<file path="config.mk">
export PLATFORM = sky130hd
export DESIGN_NAME = aes128_host_seq
export DESIGN_NICKNAME = d
export VERILOG_FILES = /design/src/rtl/aes128_host_seq.sv
export SDC_FILE = /design/constraint.sdc
export NUM_CORES = 1
export LEC_CHECK = 0
export BUFFER_PORTS_ARGS = -buffer_cell sky130_fd_sc_hd__buf_4
export CORE_UTILIZATION = 51
export CTS_BUF_LIST = sky130_fd_sc_hd__clkbuf_4 sky130_fd_sc_hd__clkbuf_8
export DETAILED_ROUTE_END_ITERATION = 8
export HOLD_SLACK_MARGIN = 0.15
export PLACE_DENSITY = 0.77
export SLEW_MARGIN = 0
export SYNTH_ARGS = -nofsm -noshare
export SYNTH_HDL_FRONTEND = slang
export SYNTH_SLANG_ARGS = --single-unit
</file>
<file path="constraint.sdc">
create_clock -name clk -period 2.4 [get_ports clk]
set_clock_uncertainty 0.05 [all_clocks]
set_input_delay 0.48 -clock clk [delete_from_list [all_inputs] [get_ports clk]]
set_output_delay 0.48 -clock clk [all_outputs]
set_load 0.05 [all_outputs]
</file>
<file path="src/rtl/aes128_host_seq.sv">
// Host-side sequencer for an AES-128 core. Switches are loaded one nibble per button press into a plaintext block,
// the block is handed to the core, and the ciphertext is then shown one nibble per press on four LEDs.
module aes128_host_seq #(
  parameter int unsigned HOLD_CYCLES = 100_000_000
) (
  input  logic         clk,
  input  logic         rst_n,
  input  logic [3:0]   sw,
  input  logic         btn,
  input  logic         core_ready_i,
  output logic         core_start_o,
  output logic [127:0] core_pt_o,
  input  logic         core_done_i,
  input  logic [127:0] core_ct_i,
  output logic [3:0]   led,
  output logic         busy_o,
  output logic         done_o,
  output logic [1:0]   state_dbg,
  output logic [4:0]   idx_dbg
);

  localparam int HW = $clog2(HOLD_CYCLES + 1);

  typedef enum logic [1:0] {
    S_LOAD  = 2'd0,
    S_START = 2'd1,
    S_WAIT  = 2'd2,
    S_SHOW  = 2'd3
  } state_t;

  state_t         state, state_next;
  logic [1:0]     rst_pipe;
  logic           run;
  logic           btn_s1, btn_s2, btn_prev;
  logic           press;
  logic [4:0]     idx;
  logic [6:0]     bit_hi;
  logic [127:0]   pt, ct;
  logic [HW-1:0]  hold_cnt;
  logic           start_q, busy_q;
  logic           pt_we, pt_clr, idx_inc, idx_clr, capture, start_set;

  // Reset asserts asynchronously; the FSM is only released two edges after rst_n rises.
  always_ff @(posedge clk or negedge rst_n) begin
    if (!rst_n) rst_pipe <= 2'b00;
    else        rst_pipe <= {rst_pipe[0], 1'b1};
  end
  assign run = rst_pipe[1];

  always_ff @(posedge clk or negedge rst_n) begin
    if (!rst_n) begin
      btn_s1   <= 1'b0;
      btn_s2   <= 1'b0;
      btn_prev <= 1'b0;
    end else begin
      btn_s1   <= btn;
      btn_s2   <= btn_s1;
      btn_prev <= btn_s2;
    end
  end
  assign press = btn_s2 & ~btn_prev;

  assign bit_hi = 7'd127 - {idx, 2'b00};

  always_ff @(posedge clk or negedge rst_n) begin
    if (!rst_n) state <= S_LOAD;
    else        state <= state_next;
  end

  // Core handshake: core_start_o is a single-cycle pulse issued only when core_ready_i was seen high in START;
  // core_done_i is a single-cycle strobe qualifying core_ct_i and is only honoured in WAIT.
  always_comb begin
    state_next = state;
    pt_we      = 1'b0;
    pt_clr     = 1'b0;
    idx_inc    = 1'b0;
    idx_clr    = 1'b0;
    capture    = 1'b0;
    start_set  = 1'b0;
    if (run) begin
      unique case (state)
        S_LOAD: begin
          if (press) begin
            pt_we = 1'b1;
            if (idx == 5'd31) begin
              idx_clr    = 1'b1;
              state_next = S_START;
            end else begin
              idx_inc = 1'b1;
            end
          end
        end
        S_START: begin
          if (core_ready_i) begin
            start_set  = 1'b1;
            state_next = S_WAIT;
          end
        end
        S_WAIT: begin
          if (core_done_i) begin
            capture    = 1'b1;
            idx_clr    = 1'b1;
            state_next = S_SHOW;
          end
        end
        S_SHOW: begin
          if (press) begin
            if (idx == 5'd31) begin
              pt_clr     = 1'b1;
              idx_clr    = 1'b1;
              state_next = S_LOAD;
            end else begin
              idx_inc = 1'b1;
            end
          end
        end
        default: state_next = S_LOAD;
      endcase
    end
  end

  always_ff @(posedge clk or negedge rst_n) begin
    if (!rst_n) begin
      pt       <= '0;
      ct       <= '0;
      idx      <= '0;
      hold_cnt <= '0;
      start_q  <= 1'b0;
      busy_q   <= 1'b0;
    end else begin
      if (pt_clr)     pt <= '0;
      else if (pt_we) pt[bit_hi -: 4] <= sw;
      if (idx_clr)      idx <= '0;
      else if (idx_inc) idx <= idx + 5'd1;
      if (capture) ct <= core_ct_i;
      // The hold counter runs regardless of state so a capture is always visible for the full hold time.
      if (capture)                hold_cnt <= HW'(HOLD_CYCLES);
      else if (hold_cnt != '0)    hold_cnt <= hold_cnt - 1'b1;
      start_q <= start_set;
      busy_q  <= (state_next == S_START) || (state_next == S_WAIT);
    end
  end

  assign core_start_o = start_q;
  assign busy_o       = busy_q;
  assign core_pt_o    = pt;
  assign done_o       = (hold_cnt != '0);
  assign led          = (state == S_SHOW) ? ct[bit_hi -: 4] : 4'h0;
  assign state_dbg    = state;
  assign idx_dbg      = idx;

endmodule

</file>
# == Yosys cells after proc, flatten, opt, wreduce, memory -nomap -nowiden ==
# Cells that the tools add are included.
# classes
n_reduce_logical,7
mux,35
bitwise,2
n_eq_ne,6
magnitude_cmp,0
div,0
multipliers,0
shift,3
addsub,4
# op_table
cell,n
2-to-1 mux 128 bit,2
"variable shift 4 x 9 -> 131 bit, first input constant",1
variable part select 131 x 8 -> 4 bit,1
variable part select 4 x 9 -> 131 bit,1
bitwise mux 128 bit,1
2-to-1 mux 27 bit,2
nonzero test 27 bit,1
"subtractor 27 x 1 -> 27 bit, second input constant",1
2-to-1 mux 1 bit,18
2-to-1 mux 2 bit,7
2-to-1 mux 5 bit,2
negation 7 -> 9 bit,1
one-hot mux 2 bit (4 select lines),1
"subtractor 7 bit, first input constant",1
"equality test 2 bit, second input constant",3
nonzero test 2 bit,3
"adder 5 x 1 -> 5 bit, second input constant",1
"equality test 5 bit, second input constant",1
"equality test 2 x 1 -> 1 bit, second input constant",2
2-to-1 mux 4 bit,1
zero test 2 bit,1
one-hot mux 1 bit (2 select lines),1
OR reduction 2 bit,1
AND 1 bit,1
other kinds (2),2
# word_totals
word_cells,68
reg_bits,297
romBits,0
ram_bits,0
mem_count,0
in_bits,137
latchBits,0

# == Logic depth before layout (Yosys ltp) ==
# depth
depth_word,7
ltp_mapped,10
ltp_nobuf,8

# == Worst setup path after synthesis ==
# No wires, ideal clock.
# synth_timing
path_type,register to output
from,"reg idx[0], in the netlist idx_dbg[0]"
to,out led[0]
path_stages_with_launch,8
arrival_ns,2.391
setup_slack_ns,-0.521
cell_sequence,dfrtp_1 -> buf_2 -> buf_2 -> mux4_2 -> nand2_1 -> a31oi_1 -> nand3_1 -> o211ai_1
# synth_via
elab_chain_cells,3
# synth_rtl
item,line_no,rtl
from (decl),36,logic [4:0] idx;
from (signal assigned),134,else if (idx_inc) idx <= idx + 5'd1;
subtractor 7 bit,63,"assign bit_hi = 7'd127 - {idx, 2'b00};"
variable part select 131 x 8 -> 4 bit,148,assign led = (state == S_SHOW) ? ct[bit_hi -: 4] : 4'h0;
2-to-1 mux 4 bit,148,
to (decl),15,"output logic [3:0] led,"
# No other way between the ends.

# == Final worst setup path ==
# layout_timing
from,"reg idx[0], in the netlist idx_dbg[0]"
to,out led[2]
# The elaborated chain is that of the path after synthesis.

==> results.json <==
{
  "status": "finished with violations",
  "violations": "setup timing",
  "worst-path-stages": 6,
  "vias": 12400,
  "yosys_warnings": 0,
  "p_leak_nw": 9.17,
  "rsz0062_at_grt": "yes",
  "path_buf_inv": 2,
  "worst_slack_ns": -0.572,
  "dieArea_mm2": 0.0267,
  "power_frac_clock_pct": 19.9,
  "end_kind": "output pin",
  "ant_nets": 0,
  "track_usage_pct": 31.9,
  "dp_hpwl_mm": 27.0,
  "diodes": 0,
  "clock_sinks": 297,
  "syn_inst": 1369,
  "fp-row-count": 58,
  "yosysTopAreaCellShare_pct": 56.0,
  "root_buffer": "clkbuf_8",
  "drtIter0Drc": 1159,
  "drt-total-wl_mm": 42.6,
  "cp_top_family": "multiplexers",
  "crit_path_top_delay_cell": "dfrtp_2",
  "hold_class": "flop to flop",
  "final_cell_mix": "nand2_1, buf_4, dfrtp_1, dlygate4sd3_1, nand3_1",
  "ys_types": 56,
  "power_density_mw_per_mm2": 1210,
  "fillers": 1668,
  "synth_top_area_cell": "dfrtp_1",
  "hold_viol": 0,
  "vias_per_cell": 5.66,
  "cp_common_cell": "buf_6",
  "synth_edf_count": 0,
  "drv_slew": 0,
  "min_period_ns": 2.97,
  "crit_required_ns": 1.87,
  "final_common_cell": "nand2_1",
  "r2r_start": "idx_dbg[1]$_DFFE_PN0P_",
  "hold_start": "btn_s1$_DFF_PN0_",
  "fin_nets": 1973,
  "ff2ff_path_depth": 9,
  "drive_above_1_share_pct": 27.6,
  "setup_tns_ns": -2.32,
  "holdPathEnd": "btn_s2$_DFF_PN0_",
  "p_seq_share_pct": 36.7,
  "htree_levels": 2,
  "async_flop_share_pct": 100,
  "drc": 0,
  "reg2reg_slack_ns": 0.08,
  "numCtsBuffers": 48,
  "antenna_found_initial": 1,
  "synth-main-ff-cell": "dfrtp_1",
  "ioPinCount": 279,
  "critPathArrivalTime_ns": 2.44,
  "finalCritPeriodShare_pct": 124,
  "peakVddDrop_v": 0.000937,
  "area_growth_pct": 40.9,
  "worst_pin_slew_ns": 0.523,
  "wl_per_cell_um": 19.5,
  "overflow": 0,
  "synth_nets": 1519,
  "criticalPathCategory": "flop to output pin",
  "reg2reg_to": "core_pt_o[78]$_DFFE_PN0P_",
  "synth-seq-cells": 297,
  "gp_congestion": 0.907,
  "slew_headroom_pct": 65.2,
  "crit_path_start_kind": "flop",
  "die_w_um": 163,
  "drv_cap": 0,
  "ys_seq_area_share_pct": 56.0,
  "grt_pass1_vias": 12200,
  "internal_power_w": 0.0130,
  "initial_core_util_pct": 52.4,
  "setup_viol": 5,
  "clock_latency_ns": 0.58,
  "cts_tree": "done",
  "grt_pass1_wl_mm": 65.4,
  "netlist_area_mm2": 0.0133,
  "path_max_fanout": 6,
  "synthTopCellsByArea": "dfrtp_1, nand2_1, mux4_2",
  "power_frac_comb_pct": 43.4,
  "firstDrtPassIters": 6,
  "dp_worst_setup_slack_ns": -0.0103,
  "die_y_um": 163,
  "p_sw_share_pct": 42.3,
  "critPathLaunch": "idx_dbg[0]$_DFFE_PN0P_",
  "grt_max_degree": 89,
  "avgSynthCellArea_um2": 9.69,
  "seq_area_mm2": 0.00744,
  "clk_pin_slew_ns": 0.07,
  "cpPeakStageDelay_ns": 0.50,
  "min_path_cells": 0,
  "fmax_mhz": 336,
  "core_mm2": 0.0253,
  "port_buffers": 278,
  "multi_input_area_mm2": 0.00567,
  "p_switching_w": 0.00956,
  "path_cells": "buf_6, mux4_2, mux2i_1, o21ai_1, a31o_2, buf_6",
  "clockBufferDepth": 3
}
[power groups by stage]
| stage | registers, W | clock network, W | logic [W] |
|---|---|---|---|
| after floorplan | 0.0104 | 0 | 0.00380 |
| after global placement | 0.00823 | 0 | 0.00884 |
| after detailed placement | 0.00828 | 0 | 0.00907 |
| after CTS | 0.00822 | 0.00454 | 0.00941 |
| after global routing | 0.00846 | 0.00477 | 0.0105 |
| final | 0.00829 | 0.00450 | 0.00980 |
[what timing repair did]
| item | CTS | global route |
|---|---|---|
| resized for setup | 17 | 36 |
| pin swaps | 3 | 7 |
| hold endpoints to repair | 184 | 0 |
| hold buffers | 131 | 0 |
| buffers inserted | 8 | 7 |
| endpoints found under the setup margin | 5 | 103 |
| cloned | 0 | 4 |
[cells by family (layout without fill, tap and decap cells)]
kind of cell / Yosys count / after routing / synth area share, %
AO/OA/AOI/OAI: 169 / 169 / 7.36
XOR/XNOR: 15 / 15 / 0.990
adder cells (fa/ha/maj): 13 / 13 / 1.23
buffers and inverters: 83 / 572 / 2.53
flip-flops: 297 / 297 / 56.0
multiplexers: 70 / 70 / 7.92
other: 1 / 1 / 0.0283
AND/OR/NAND/NOR: 721 / 721 / 23.9
[state kept, by name, indices dropped and copies added, names as in the netlist]
| name | count |
|---|---|
| btn_s2 | 1 |
| ct | 128 |
| idx_dbg | 5 |
| core_pt_o | 128 |
| busy_o | 1 |
| btn_prev | 1 |
| core_start_o | 1 |
| rst_pipe | 2 |
| hold_cnt | 27 |
| state_dbg | 2 |
| btn_s1 | 1 |
[final cells by class]
class                      count  area share, %
clock inverter                 7          0.234
sequential                   297           39.8
clock buffer                  78           5.11
inverter                       8          0.161
timing repair buffer         479           22.2
multi-input combinational    989           30.4
tap                          330           2.21
[per-stage QoR]
step                      utilization, %  std cells  total power [W]  cell area [µm²]  hold slack (ns)
after global routing                73.8       2188           0.0237            18700            0.302
after detailed placement            63.3       1953           0.0174            16000            0.286
after CTS                           72.8       2177           0.0222            18500            0.298
after global placement              63.3       1953           0.0171            16000            0.282
after floorplan                        -       1369           0.0142            13300            0.134
final                               73.8       2188           0.0226            18700            0.295
[per-layer routing]
| layer | share of wire [%] | global-route usage (%) |
|---|---|---|
| met1 | 39 | 40.6 |
| met2 | 49 | 53.9 |
| met3 | 8.0 | 5.82 |
| met4 | 3.9 | 13.1 |
| met5 | 0.023 | 0 |
[cell usage after synthesis, types with 10 or more instances]
cell	number
mux2i_1	42
clkbuf_1	50
ha_1	13
a21oi_1	22
buf_2	14
o21ai_0	100
nand3_1	99
mux4_2	28
nor2_1	65
xor2_1	12
nand2_1	456
o31ai_1	18
nand4_1	14
o211ai_1	10
and3_1	16
dfrtp_1	297
[worst max-delay path by stage]
stage | endpoint
finish | led[2]
CTS | led[3]
global placement | led[2]
detailed placement | led[0]
global route | led[1]
floorplan | led[0]
No activity file was read; power rests on OpenSTA's default activity.
